## config.mk

```make
export PLATFORM = sky130hd
export DESIGN_NAME = demux_memoria1x4_4bits
export DESIGN_NICKNAME = d
export VERILOG_FILES = /design/src/rtl/demux_mem_pkg.sv /design/src/rtl/demux_lane_reg.sv /design/src/rtl/demux_memoria1x4_4bits.sv
export SDC_FILE = /design/constraint.sdc
export NUM_CORES = 1
export LEC_CHECK = 0
export ABC_AREA = 1
export ABC_CLOCK_PERIOD_IN_PS = 1100
export BUFFER_PORTS_ARGS = -buffer_cell sky130_fd_sc_hd__buf_2
export CAP_MARGIN = 20
export CORE_MARGIN = 1
export CORE_UTILIZATION = 44
export DETAILED_ROUTE_END_ITERATION = 10
export GPL_ROUTABILITY_DRIVEN = 0
export GPL_TIMING_DRIVEN = 0
export PLACE_DENSITY = 0.7
export SLEW_MARGIN = 25
export SYNTH_ARGS = -nofsm -noshare
export SYNTH_HDL_FRONTEND = slang
export SYNTH_SLANG_ARGS = --single-unit
```

## constraint.sdc

```tcl
create_clock -name clk -period 1.1 [get_ports clk]
set_clock_uncertainty 0.1 [all_clocks]
set_input_delay 0.22 -clock clk [delete_from_list [all_inputs] [get_ports clk]]
set_output_delay 0.22 -clock clk [all_outputs]
set_load 0.01 [all_outputs]
```

## src/rtl/demux_mem_pkg.sv

```systemverilog
// Shared constants for the 1x4 memory demultiplexer.
//   DATA_W       : width of each data word and each output lane
//   LANES        : number of output lanes (fixed at 4)
//   SEL_W        : width of the lane selector / round-robin pointer
//   SEL_MODE_RR  : sel_mode value selecting the internal round-robin pointer
//   SEL_MODE_EXT : sel_mode value selecting the external selector
package demux_mem_pkg;

  localparam int DATA_W = 4;
  localparam int LANES  = 4;
  localparam int SEL_W  = 2;

  localparam logic SEL_MODE_RR  = 1'b0;
  localparam logic SEL_MODE_EXT = 1'b1;

endpackage

```

## src/rtl/demux_lane_reg.sv

```systemverilog
// One output lane of the demultiplexer: a data register loaded on wr_en and
// a valid flop that pulses for exactly one cycle after each write.
// Ports:
//   clk     : rising-edge clock
//   reset_L : asynchronous active-low clear of data and valid
//   wr_en   : load din at this edge
//   din     : word to store
//   dout    : stored word, held between writes
//   vld     : high for the cycle following a write
module demux_lane_reg
  import demux_mem_pkg::*;
(
  input  logic              clk,
  input  logic              reset_L,
  input  logic              wr_en,
  input  logic [DATA_W-1:0] din,
  output logic [DATA_W-1:0] dout,
  output logic              vld
);

  always_ff @(posedge clk or negedge reset_L) begin
    if (!reset_L) begin
      dout <= '0;
      vld  <= 1'b0;
    end else begin
      vld <= wr_en;
      if (wr_en) begin
        dout <= din;
      end
    end
  end

endmodule

```

## src/rtl/demux_memoria1x4_4bits.sv

```systemverilog
// Receive-side 1x4 memory demultiplexer. Each accepted word is written to one
// of four registered lanes; lanes hold their value and pulse their own valid.
// In round-robin mode an internal pointer walks lanes 0..3 and group_valid
// flags a completed 4-word group; in external mode selector4x1 steers words.
// Ports:
//   clk          : rising-edge clock
//   reset_L      : asynchronous active-low reset
//   valid_input  : data_in carries a word this cycle
//   data_in      : incoming word
//   sel_mode     : 0 = round-robin pointer, 1 = external selector
//   selector4x1  : destination lane in external mode
//   data_out0..3 : lane data, held between writes
//   valid_out0..3: one-cycle pulse after the lane is written
//   group_valid  : one-cycle pulse alongside valid_out3 closing a full group
//   lane_ptr     : next lane to be written in round-robin mode
module demux_memoria1x4_4bits
  import demux_mem_pkg::*;
(
  input  logic              clk,
  input  logic              reset_L,
  input  logic              valid_input,
  input  logic [DATA_W-1:0] data_in,
  input  logic              sel_mode,
  input  logic [SEL_W-1:0]  selector4x1,
  output logic [DATA_W-1:0] data_out0,
  output logic [DATA_W-1:0] data_out1,
  output logic [DATA_W-1:0] data_out2,
  output logic [DATA_W-1:0] data_out3,
  output logic              valid_out0,
  output logic              valid_out1,
  output logic              valid_out2,
  output logic              valid_out3,
  output logic              group_valid,
  output logic [SEL_W-1:0]  lane_ptr
);

  localparam logic [SEL_W-1:0] LAST_LANE = SEL_W'(LANES - 1);

  logic [SEL_W-1:0]  lane;
  logic [LANES-1:0]  wr_en;
  // Progress flags for lanes 0..2; lane 3 closes the group and never needs one.
  logic [LANES-2:0]  rr_flags;
  logic [DATA_W-1:0] dout_a [LANES];
  logic [LANES-1:0]  vld_a;

  assign lane = (sel_mode == SEL_MODE_EXT) ? selector4x1 : lane_ptr;

  always_comb begin
    wr_en = '0;
    if (valid_input) begin
      wr_en[lane] = 1'b1;
    end
  end

  for (genvar i = 0; i < LANES; i++) begin : g_lane
    demux_lane_reg u_lane (
      .clk     (clk),
      .reset_L (reset_L),
      .wr_en   (wr_en[i]),
      .din     (data_in),
      .dout    (dout_a[i]),
      .vld     (vld_a[i])
    );
  end

  assign data_out0  = dout_a[0];
  assign data_out1  = dout_a[1];
  assign data_out2  = dout_a[2];
  assign data_out3  = dout_a[3];
  assign valid_out0 = vld_a[0];
  assign valid_out1 = vld_a[1];
  assign valid_out2 = vld_a[2];
  assign valid_out3 = vld_a[3];

  // Round-robin pointer, group progress and group completion pulse.
  // External mode parks the pointer at lane 0 so round-robin always restarts
  // a fresh group; idle cycles leave pointer and flags untouched so gaps in
  // the stream never break a group.
  always_ff @(posedge clk or negedge reset_L) begin
    if (!reset_L) begin
      lane_ptr    <= '0;
      rr_flags    <= '0;
      group_valid <= 1'b0;
    end else if (sel_mode == SEL_MODE_EXT) begin
      lane_ptr    <= '0;
      rr_flags    <= '0;
      group_valid <= 1'b0;
    end else if (valid_input) begin
      lane_ptr <= lane_ptr + 1'b1;
      if (lane == LAST_LANE) begin
        group_valid <= &rr_flags;
        rr_flags    <= '0;
      end else begin
        group_valid <= 1'b0;
        for (int i = 0; i < LANES - 1; i++) begin
          if (lane == SEL_W'(i)) begin
            rr_flags[i] <= 1'b1;
          end
        end
      end
    end else begin
      group_valid <= 1'b0;
    end
  end

endmodule
```

**Word-level counts from Yosys, hierarchy flattened**

Cells that the tools add are included.

- Register bits: 26

- Add/sub/neg operators: 1
- Magnitude comparators: 2
- Equality and inequality tests: 3
- Multiplexer cells: 15
- Reductions and logical operators: 10

Operators by type and width:

| operator | count |
|---|---|
| 2-to-1 mux 3 bit | 3 |
| nonzero test 3 bit | 3 |
| 2-to-1 mux 1 bit | 7 |
| 2-to-1 mux 2 bit | 3 |
| AND reduction 2 bit | 3 |
| == test 2 bit, second input constant | 2 |
| 2-to-1 mux 4 bit | 1 |
| less-than comparator 2 x 3 -> 1 bit, second input constant | 1 |
| AND reduction 3 bit | 1 |
| adder 2 x 1 -> 2 bit, second input constant | 1 |
| demux 1 bit (select 2 bit) | 1 |
| == test 2 x 1 -> 1 bit, second input constant | 1 |
| greater-or-equal comparator 2 x 1 -> 1 bit, second input constant | 1 |
| zero test 2 bit | 1 |
| nonzero test 2 bit | 1 |
| logical AND 1 bit | 1 |

**Depth between registers and ports, before layout**

Gate-level depths: netlist of run 1.

- Word-level depth: 6
- Mapped depth: 6
- Depth with buffers taken out: 6

**By module**

From an unflattened synthesis of run 1, not the netlist that was laid out.

- Cell total of the unflattened synthesis: 114
- Area total of the unflattened synthesis: 1024.7 um2

Modules (own cells, without submodules):

| module | instances | cells an instance | area each (um2) | sequential area each (um2) |
|---|---|---|---|---|
| demux_lane_reg | 4 | 18 | 173.9 | 125.1 |
| demux_memoria1x4_4bits | 1 | 42 | 329.1 | 150.1 |

**Least setup slack after synthesis of run 1**

OpenSTA, ideal clock, no wires.

- Path kind: reg2reg
- From: register lane_ptr[0]
- To: register g_lane[0].u_lane.dout[0]
- Arrival: 0.983 ns
- Path slack: -0.099 ns
- Stages on the path, launching flop included: 7
- Buffers on the path: 0
- Path through: dfrtp_1 > inv_1 > nand2_1 > nand2_4 > nand3_1 > nand2_1 > nand2_1

- Cells in the longest elaborated chain, start to end: 6
- Elaborated cells on any way between the ends: 7
- Classes of those cells: order compare: 2; mux: 4; reduce/logical: 1

RTL lines:

| element | line | source |
|---|---|---|
| start: declaration | demux_memoria1x4_4bits.sv:34 | `output logic [SEL_W-1:0] lane_ptr` |
| start signal: assignment | demux_memoria1x4_4bits.sv:89 | `lane_ptr <= lane_ptr + 1'b1;` |
| 2-to-1 mux 2 bit * | demux_memoria1x4_4bits.sv:46 | `assign lane = (sel_mode == SEL_MODE_EXT) ? selector4x1 : lane_ptr;` |
| less-than comparator 2 x 3 -> 1 bit (implied by the code) or greater-or-equal comparator 2 x 1 -> 1 bit (tied branches) | demux_memoria1x4_4bits.sv:51 | `wr_en[lane] = 1'b1;` |
| logical AND 1 bit (implied by the code) | demux_memoria1x4_4bits.sv:51 |  |
| 2-to-1 mux 1 bit (implied by the code) | demux_memoria1x4_4bits.sv:51 |  |
| demux 1 bit (select 2 bit) * | demux_memoria1x4_4bits.sv:51 |  |
| 2-to-1 mux 4 bit * | demux_memoria1x4_4bits.sv:50 | `if (valid_input) begin` |
| end signal: assignment | demux_lane_reg.sv:28 | `dout <= din;` |
| end: declaration | demux_lane_reg.sv:17 | `output logic [DATA_W-1:0] dout,` |

Every way passes the cells marked *; elsewhere a longest branch is shown, timed or not.
A chain may end at the register's enable or synchronous reset.

**Worst setup path in the final report of run 1**

- From: register lane_ptr[1]
- To: register g_lane[1].u_lane.dout[3]

- Cells in the longest elaborated chain, start to end: 6
- Elaborated cells on any way between the ends: 7
- Classes of those cells: order compare: 2; mux: 4; reduce/logical: 1

RTL lines:

| element | line | source |
|---|---|---|
| 2-to-1 mux 2 bit * | demux_memoria1x4_4bits.sv:46 |  |
| less-than comparator 2 x 3 -> 1 bit (implied by the code) or greater-or-equal comparator 2 x 1 -> 1 bit (tied branches) | demux_memoria1x4_4bits.sv:51 |  |
| logical AND 1 bit (implied by the code) | demux_memoria1x4_4bits.sv:51 |  |
| 2-to-1 mux 1 bit (implied by the code) | demux_memoria1x4_4bits.sv:51 |  |
| demux 1 bit (select 2 bit) * | demux_memoria1x4_4bits.sv:51 |  |
| 2-to-1 mux 4 bit * | demux_memoria1x4_4bits.sv:50 |  |
| named net g_lane[1].u_lane.wr_en | demux_lane_reg.sv:15 | `input logic wr_en,` |
| end signal: assignment | demux_lane_reg.sv:28 |  |
| end: declaration | demux_lane_reg.sv:17 |  |

The timed path passes the listed nets; every way through them passes the cells marked *.

==> results of run 1 <==
## flip-flops by register name (all words and copies together), names as in the netlist
name and flops:
g_lane.u_lane.dout 16, g_lane.u_lane.vld 4, group_valid 1, lane_ptr 2
rr_flags 3
## final cells by class
type / count / area (sq um)
flip-flops and latches: 26 / 653
clock buffers: 4 / 36.3
well taps: 28 / 35.0
inverters: 10 / 37.5
repair buffers: 52 / 353
fillers: 171 / 614
multi-input cells: 88 / 563
plain buffers: 1 / 5.00
## what timing repair did
action / CTS / global route
gates cloned: 1 / 0
endpoints found under the setup margin: 41 / 49
pin swaps: 6 / 12
resized for setup: 18 / 18
hold buffers: 1 / 0
endpoints found under the hold margin: 26 / 0
setup buffers: 10 / 9
## synthesized netlist by cell type, drive strengths merged
cell	number	area, sq um
a21oi	4	20.0
buf	1	5.00
dfrtp	26	651
inv	10	37.5
nand2	60	240
nand3	7	50.1
nand4	9	56.3
nor2	5	33.8
o21ai	1	5.00
o22ai	1	6.26
## cell families (layout without fill, tap and decap cells)
| family | Yosys count | after routing | share of synthesized area |
|---|---|---|---|
| AOI/OAI and AO/OA | 6 | 6 | 0.0283 |
| buffers and inverters | 11 | 67 | 0.0385 |
| DFF | 26 | 26 | 0.589 |
| and+or+nand+nor | 81 | 82 | 0.344 |
## path summary, 6_finish.rpt
path | slack, ns | start | depth (start not counted) | endpoint
max | -0.15 | lane_ptr[1]$_DFFE_PN0P_ | 6 | g_lane[1].u_lane.dout[3]$_DFFE_PN0P_
min | 0.05 | data_in[2] | 3 | g_lane[1].u_lane.dout[2]$_DFFE_PN0P_
max reg2reg | -0.15 | lane_ptr[1]$_DFFE_PN0P_ | 6 | g_lane[1].u_lane.dout[3]$_DFFE_PN0P_
min reg2reg | 0.39 | g_lane[1].u_lane.dout[0]$_DFFE_PN0P_ | 2 | g_lane[1].u_lane.dout[0]$_DFFE_PN0P_
max in group asynchronous | 0.19 | reset_L | 2 | lane_ptr[1]$_DFFE_PN0P_
min in group asynchronous | 0.30 | reset_L | 2 | g_lane[3].u_lane.dout[1]$_DFFE_PN0P_
## worst max-delay path: cells and delay by family (launching register included)
kind	cells	cell delay [ns]
buf+inv	1	0.14
simple gates	5	0.48
flops	1	0.47
## cells in the final DEF (no fill, tap or decap), types with 3 or more instances in the layout
cell       n
buf_6      8
nand3_4    5
nand2_2   11
nor2_1     3
nand4_1    9
nand2_8    3
buf_4     15
inv_1      5
dfrtp_1   24
buf_2     29
inv_2      5
a21oi_1    4
clkbuf_4   3
nand2_1   43
nand2_4    4
## per-layer routing
layer	global-route usage	vias up	wire length, microns	share of wire
met5	0	-	0	0
met4	0.126	0	53	0.018
met3	0.0351	8	127	0.044
met2	0.374	45	1480	0.51
met1	0.309	508	1260	0.43
li1	-	514	-	-
## through the flow
step | setup slack (ns) | utilization | instances | area [sq um]
2_1_floorplan | -0.0105 | - | 124 | 1130
3_3_place_gp | -0.132 | 0.579 | 184 | 1330
3_5_place_dp | -0.158 | 0.579 | 184 | 1330
4_1_cts | -0.148 | 0.675 | 200 | 1550
5_1_grt | -0.227 | 0.733 | 209 | 1680
6_report | -0.148 | 0.733 | 209 | 1680
## power by group through the flow
stage / clock [mW] / sequential [mW] / combinational (mW)
finish: 0.485 / 1.27 / 1.00
global route: 0.538 / 1.29 / 1.10
CTS: 0.492 / 1.25 / 0.849
detailed placement: 0 / 1.28 / 0.648
global placement: 0 / 1.27 / 0.635
floorplan: 0 / 1.36 / 0.272
==> impl_metrics.json, run 1 <==
{
  "worst_skew_pair.late_latency_ns": 0.32,
  "die_y_microns": 52.1,
  "area_growth_pct": 52.3,
  "ys_ff_latch": 26,
  "combPwrFrac": 0.363,
  "ys_seq_area_frac": 0.589,
  "die_w_microns": 52.1,
  "avgSynthCellArea_sq_um": 8.91,
  "nNetsFinal": 192,
  "finalCritPeriodShare": 1.13,
  "ios": 33,
  "num_rows": 17,
  "violations": "negative setup slack",
  "cts_buffers": 3,
  "cp_slowest_cell": "dfrtp_2",
  "syn_area_sq_um": 1100,
  "worstSetupStartpointType": "register",
  "outcome": "finished, violations left",
  "p_seq_frac": 0.461,
  "clockBufferDepth": 2,
  "rsz0062_at_grt": "yes",
  "die-area_sq_um": 2720,
  "worstMarginPinSlew_ns": 0.570,
  "setup-tns-final_ns": -4.00,
  "grt_max_degree": 27,
  "p_int_mw": 1.83,
  "critPathMaxStageDelay_ns": 0.47,
  "clock_power_share": 0.176,
  "start_util": 0.481,
  "drive_above_1_share": 0.497,
  "setup_ws_ns": -0.148,
  "finalHoldViolations": 0,
  "drtAntennaViolNets": 0,
  "cts_tree": "done",
  "finalCriticalPeriod_ns": 1.25,
  "grt-ovfl-total": 0,
  "maxSlewViolCount": 0,
  "power_switching_mw": 0.919,
  "p_per_area_nw_per_um2": 1640,
  "ys.warnings.count": 0,
  "cp_common_cell": "nand2_1",
  "synth_cells": 124,
  "slew_headroom": 0.620,
  "routed-via-count": 1075,
  "synth.distinct_cells": 15,
  "crit_chain": "buf_6 -> nand2_8 -> nand3_4 -> nor2_4 -> nand2_1 -> nand2_1",
  "grt_pass1_wl_mm": 4.55,
  "maxCapViolations": 0,
  "grtUsageTotal": 0.236,
  "wirelength_mm": 2.92,
  "routedWlPerCell_microns": 14.0,
  "syn-num-nets": 134,
  "total_power_mw": 2.75,
  "clk_pin_slew_ns": 0.14,
  "diodes": 0,
  "drt_first_pass_iters": 4,
  "fp.coreArea_sq_um": 2300,
  "sw_frac_of_total": 0.334,
  "io_buffers": 32,
  "dp_hpwl_mm": 1.70,
  "cts_sinks": 26,
  "holdWs_ns": 0.0529,
  "cp-end-kind": "register",
  "crit_arrival_ns": 1.42,
  "p_leak_nw": 0.900,
  "worstHoldPathType": "input pin to register",
  "path_class": "register to register",
  "critPathRequiredTime_ns": 1.27,
  "finalSetupViolCount": 45,
  "drt_iter0_markers": 17,
  "grt_pass1_vias": 988,
  "cts-root-buf": "clkbuf_4",
  "avgViaCountPerCell": 5.14,
  "irDropWorstVdd_mv": 1.05,
  "ctsHtreeMaxLevel": 1,
  "worst-path-max-fanout": 5,
  "max_freq_ghz": 0.801,
  "antenna_found_initial": 0,
  "drc": 0
}
(Power assumes the default switching activity.)
==> run 2, diff against run 1 <==
CORE_UTILIZATION = 43   (was 44)
PLACE_DENSITY = 0.69   (was 0.7)
SKIP_CTS_REPAIR_TIMING = 1   (was unset)
SYNTH_HIERARCHICAL = 1   (was unset)
==> impl_metrics.json, run 2 <==
{
  "cts_tree": "done",
  "synth_top_flop_cell": "dfrtp_1",
  "slew_headroom": 0.621,
  "outcome": "finished, violations left",
  "crit_chain": "inv_2 -> o21ai_4 -> buf_6 -> nor3_4 -> buf_6 -> nand2_1 -> nand2_1",
  "rsz0062_at_grt": "yes",
  "largest_reg_flops": 16,
  "ios": 33,
  "io_buffers": 32,
  "grt-ovfl-total": 0,
  "p_per_area_nw_per_um2": 1730,
  "syn_area_sq_um": 1020,
  "mostFrequentLayoutCells": "46 x nand2_1, 31 x buf_2, 25 x dfrtp_1, 12 x nand2_2, 10 x buf_4",
  "hold_start": "data_in[2]",
  "yosys.area.top_type": "dfrtp_1",
  "max_freq_ghz": 0.710,
  "regMostFlops": "g_lane.u_lane/dout",
  "path_class": "register to register",
  "critPathMaxStageDelay_ns": 0.43,
  "clockBufferDepth": 2,
  "die_w_microns": 50.8,
  "dp_hpwl_mm": 1.48,
  "drt_iter0_markers": 9,
  "layout_commonest_cell": "nand2_1",
  "ys.warnings.count": 6,
  "async_flop_share": 1.00,
  "ctsHtreeMaxLevel": 1,
  "min_path_cells": 3,
  "start_util": 0.459,
  "avgSynthCellArea_sq_um": 8.99,
  "critPathRequiredTime_ns": 1.27,
  "rrSetupSlack_ns": -0.31,
  "wirelength_mm": 2.25,
  "irDropWorstVdd_mv": 1.07,
  "pre_cts_ws_ns": -0.304,
  "cts-root-buf": "clkbuf_4",
  "worst-path-max-fanout": 4,
  "worstSetupStartpointType": "register",
  "cp_slowest_cell": "dfrtp_1",
  "avgViaCountPerCell": 4.72,
  "worstHoldPathType": "input pin to register",
  "synth_most_common_cell": "nand2_1",
  "finalCriticalPeriod_ns": 1.41,
  "antenna_found_initial": 0,
  "routedWlPerCell_microns": 11.6,
  "area_growth_pct": 45.2,
  "maxSlewViolCount": 0,
  "violations": "negative setup slack",
  "reg2reg_from": "lane_ptr[0]$_DFFE_PN0P_",
  "hold_path_end": "g_lane[2].u_lane/dout[2]$_DFFE_PN0P_",
  "setup-tns-final_ns": -6.37,
  "grt_max_degree": 27,
  "drtAntennaViolNets": 0,
  "drt_first_pass_iters": 4,
  "nNetsFinal": 176,
  "cp-end-kind": "register",
  "rr_endpoint": "g_lane[0].u_lane/dout[2]$_DFFE_PN0P_",
  "drive_above_1_share": 0.485,
  "fp.coreArea_sq_um": 2230,
  "finalSetupViolCount": 48,
  "setup_ws_ns": -0.309,
  "maxCapViolations": 0,
  "finalHoldViolations": 0,
  "finalCritPeriodShare": 1.28,
  "routed-via-count": 910,
  "synth_top_cells_by_count": "58 x nand2_1, 26 x dfrtp_1, 8 x inv_1, 4 x a21oi_1, 4 x inv_2",
  "die_y_microns": 50.8,
  "clk_pin_slew_ns": 0.14,
  "ys_ff_latch": 26,
  "ys_seq_area_frac": 0.635,
  "p_leak_nw": 0.821,
  "synth_cells": 114,
  "worstMarginPinSlew_ns": 0.569,
  "synth_edf_count": 0,
  "cts_buffers": 3,
  "diodes": 0,
  "worst_skew_pair.late_latency_ns": 0.32,
  "yosysTopAreaCellShare": 0.635,
  "crit_arrival_ns": 1.58,
  "die-area_sq_um": 2580,
  "yosys-top-cells-area": "dfrtp_1 63%, nand2_1 21%, inv_1 2.9%",
  "cts_sinks": 26,
  "top_regs": "g_lane.u_lane/dout (16), g_lane.u_lane/vld (4), rr_flags (3)",
  "drc": 0,
  "num_rows": 17,
  "grtUsageTotal": 0.184,
  "grt_pass1_vias": 802,
  "grt_pass1_wl_mm": 3.48,
  "r2r_cells": 7,
  "synth.distinct_cells": 14,
  "syn-num-nets": 124
}
[run 2: changes by cell type after synthesis, moves of 2 or more]
cell,previous run,this run
nand4_1,9,1
inv_2,1,4
nand2_2,3,0
o21ai_2,0,3
nand2_1,56,58
nand3_1,4,2
nand3_2,3,1
nor2_4,2,0
[run 2: logic make-up after synthesis]
family                 after synthesis  share of synthesized area
AND/OR/NAND/NOR                     67                      0.266
buffers and inverters               12                     0.0440
flip-flops                          26                      0.635
AO/OA/AOI/OAI                        9                     0.0550
[run 2: layout make-up]
class / count / area, sq um
fillers: 185 / 746
flip-flops and latches: 26 / 652
multi-input cells: 76 / 404
repair buffers: 47 / 297
inverters: 12 / 47.5
well taps: 28 / 35.0
clock inverters: 1 / 30.0
clock buffers: 3 / 22.5
[run 2: worst max-delay path: cells and delay by family (launching register included)]
kind | cells | cell delay (ns)
AND/OR/NAND/NOR | 3 | 0.35
flip-flops | 1 | 0.43
AO/OA/AOI/OAI | 1 | 0.09
buffers and inverters | 3 | 0.38
[run 2: stage by stage]
stage | hold WS [ns] | instance area (sq um) | utilization | std cells | total power, mW
floorplan | -0.176 | 1060 | - | 114 | 1.52
global placement | 0.135 | 1250 | 0.562 | 174 | 1.75
detailed placement | 0.148 | 1250 | 0.562 | 174 | 1.77
CTS | -0.216 | 1310 | 0.585 | 178 | 2.41
global route | 0.0367 | 1490 | 0.666 | 193 | 2.72
finish | 0.0444 | 1490 | 0.666 | 193 | 2.57
[run 2: routing by layer]
metal / up-vias / share of wire / global-route usage / wire length, microns
met5: - / 0 / 0 / 0
met4: 0 / 0.0071 / 0.0833 / 16
met3: 2 / 0.046 / 0.0387 / 103
met2: 24 / 0.49 / 0.311 / 1100
met1: 428 / 0.46 / 0.226 / 1030
li1: 456 / - / - / -
[run 2: worst max path at each step]
stage | slack [ns] | to | start | cells after the start
2_1_floorplan | -0.23 | g_lane[1].u_lane/dout[0]$_DFFE_PN0P_ | lane_ptr[0]$_DFFE_PN0P_ | 7
5_1_grt | -0.40 | g_lane[0].u_lane/dout[0]$_DFFE_PN0P_ | lane_ptr[0]$_DFFE_PN0P_ | 7
3_3_place_gp | -0.28 | g_lane[2].u_lane/dout[3]$_DFFE_PN0P_ | lane_ptr[1]$_DFFE_PN0P_ | 7
6_report | -0.31 | g_lane[0].u_lane/dout[2]$_DFFE_PN0P_ | lane_ptr[0]$_DFFE_PN0P_ | 7
3_5_place_dp | -0.30 | g_lane[2].u_lane/dout[0]$_DFFE_PN0P_ | lane_ptr[1]$_DFFE_PN0P_ | 7
4_1_cts | -0.34 | g_lane[2].u_lane/dout[1]$_DFFE_PN0P_ | lane_ptr[1]$_DFFE_PN0P_ | 7
[run 2: report_power, final]
part	total [mW]	internal (mW)	switching (mW)
clock	0.650	0.368	0.282
combinational	0.707	0.332	0.376
sequential	1.21	1.12	0.0871
==> run 3, diff against run 2 <==
ABC_AREA = unset   (was 1)
CORE_UTILIZATION = 44   (was 43)
PLACE_DENSITY = 0.7   (was 0.69)
RECOVER_POWER = 50   (was unset)
==> impl_metrics.json, run 3 <==
{
  "top_regs": "g_lane.u_lane/dout (16), g_lane.u_lane/vld (4), rr_flags (3)",
  "finalHoldViolations": 0,
  "critPathRequiredTime_ns": 1.21,
  "regMostFlops": "g_lane.u_lane/dout",
  "finalCriticalPeriod_ns": 1.68,
  "p_per_area_nw_per_um2": 1770,
  "setup-tns-final_ns": -10.08,
  "drt_iter0_markers": 10,
  "start_util": 0.470,
  "synth_cells": 77,
  "power_switching_mw": 0.664,
  "worst-path-max-fanout": 5,
  "grt_pass1_vias": 684,
  "syn-num-nets": 87,
  "irDropWorstVdd_mv": 1.21,
  "die_y_microns": 50.6,
  "stdcell_area_sq_um": 1450,
  "total_power_mw": 2.56,
  "final-seq-area_sq_um": 653,
  "rrSetupSlack_ns": -0.58,
  "ios": 33,
  "grt_max_degree": 27,
  "ys.warnings.count": 6,
  "max_freq_ghz": 0.596,
  "maxCapViolations": 0,
  "drive_above_1_share": 0.618,
  "yosys-top-cells-area": "dfrtp_1 63%, mux2_2 17%, nand2_1 2.5%",
  "violations": "negative setup slack",
  "wirelength_mm": 2.10,
  "avgSynthCellArea_sq_um": 13.5,
  "grt-ovfl-total": 0,
  "maxSlewViolCount": 0,
  "routed-via-count": 761,
  "placed_area_sq_um": 1260,
  "rsz0062_at_grt": "yes",
  "slew_headroom": 0.587,
  "final_cell_count_no_fill": 151,
  "area_growth_pct": 39.4,
  "clk_pin_slew_ns": 0.14,
  "r2r_cells": 3,
  "diodes": 0,
  "worstSetupStartpointType": "register",
  "setup_ws_ns": -0.577,
  "min_path_cells": 2,
  "num_rows": 17,
  "yosys.area.top_type": "dfrtp_1",
  "cts_tree": "done",
  "cts_buffers": 3,
  "worst_skew_pair.late_latency_ns": 0.31,
  "finalCritPeriodShare": 1.52,
  "worstHoldPathType": "input pin to register",
  "ys_seq_area_frac": 0.626,
  "avgViaCountPerCell": 5.04,
  "synth_most_common_cell": "dfrtp_1",
  "synth.distinct_cells": 19,
  "async_flop_share": 1.00,
  "routedWlPerCell_microns": 13.9,
  "cts-root-buf": "clkbuf_4",
  "synth_edf_count": 0,
  "drt_first_pass_iters": 4,
  "clock_power_share": 0.251,
  "path_class": "register to register",
  "drc": 0,
  "ctsHtreeMaxLevel": 1,
  "io_buffers": 31,
  "worstMarginPinSlew_ns": 0.619,
  "syn_area_sq_um": 1040,
  "finalSetupViolCount": 46,
  "combPwrFrac": 0.272,
  "clockBufferDepth": 2,
  "placed_cells": 136,
  "sw_frac_of_total": 0.259,
  "dp_hpwl_mm": 1.34,
  "nNetsFinal": 134,
  "crit_arrival_ns": 1.79,
  "die-area_sq_um": 2560,
  "synth_top_cells_by_count": "26 x dfrtp_1, 16 x mux2_2, 7 x nand2_1",
  "outcome": "finished, violations left",
  "p_leak_nw": 0.704,
  "die_w_microns": 50.6,
  "grt_pass1_wl_mm": 3.24,
  "layout_commonest_cell": "buf_2",
  "cp-end-kind": "register",
  "multi_input_area_sq_um": 439,
  "antenna_found_initial": 0,
  "pre_cts_ws_ns": -0.650,
  "synth_top_flop_cell": "dfrtp_1",
  "fillerInstances": 187,
  "p_int_mw": 1.90,
  "largest_reg_flops": 16,
  "mostFrequentLayoutCells": "29 x buf_2, 24 x dfrtp_1, 11 x mux2_2, 10 x buf_4, 7 x nand2_1",
  "yosysTopAreaCellShare": 0.626,
  "fp.coreArea_sq_um": 2210,
  "p_seq_frac": 0.478,
  "drtAntennaViolNets": 0,
  "ys_ff_latch": 26,
  "cts_sinks": 26,
  "grtUsageTotal": 0.174
}
[run 3: cell type report]
cell class / count / area share
Buffer: 2 / 0.0155
Clock buffer: 3 / 0.0155
Clock inverter: 1 / 0.0207
Multi-Input combinational cell: 49 / 0.303
Sequential cell: 26 / 0.451
Tap cell: 28 / 0.0242
Timing Repair Buffer: 42 / 0.170
[run 3: kinds of logic after synthesis]
group | after synthesis | synth area share
buffers and inverters | 2 | 0.0217
muxes | 16 | 0.173
and+or+nand+nor | 24 | 0.125
xor gates and xnor gates | 1 | 0.00843
AOI/OAI and AO/OA | 8 | 0.0457
DFF | 26 | 0.626
[run 3: layer usage]
metal,vias to the layer above,wire (microns),share of wire,global-route usage
met5,-,0,0,0
met4,0,16,0.0076,0.0833
met3,2,121,0.058,0.0333
met2,24,1030,0.49,0.271
met1,375,927,0.44,0.230
li1,360,-,-,-
[run 3: path summary, 6_finish.rpt]
kind / start / end
max: lane_ptr[1]$_DFFE_PN0P_ / g_lane[1].u_lane/dout[0]$_DFFE_PN0P_
min: data_in[2] / g_lane[1].u_lane/dout[2]$_DFFE_PN0P_
max reg2reg: lane_ptr[1]$_DFFE_PN0P_ / g_lane[1].u_lane/dout[0]$_DFFE_PN0P_
min reg2reg: g_lane[3].u_lane/dout[3]$_DFFE_PN0P_ / g_lane[3].u_lane/dout[3]$_DFFE_PN0P_
max in group asynchronous: reset_L / lane_ptr[0]$_DFFE_PN0P_
min in group asynchronous: reset_L / g_lane[3].u_lane/dout[3]$_DFFE_PN0P_
[run 3: metrics by stage]
stage                util  hold slack (ns)
CTS                 0.593           -0.221
global route        0.655           0.0541
global placement    0.570            0.136
finish              0.655           0.0662
detailed placement  0.570            0.141
floorplan               -           -0.176
[run 3: worst max-delay path, cell delays in order, from the launching register on]
cell	delay [ns]
dfrtp_2	0.46
or3b_4	0.39
a21boi_4	0.30
mux2_4	0.33
[run 3: power by group through the flow]
stage	Combinational (mW)	Clock, mW	Sequential, mW
floorplan	0.219	0	1.32
global placement	0.536	0	1.24
detailed placement	0.548	0	1.25
CTS	0.548	0.658	1.23
global route	0.752	0.694	1.25
finish	0.696	0.642	1.22
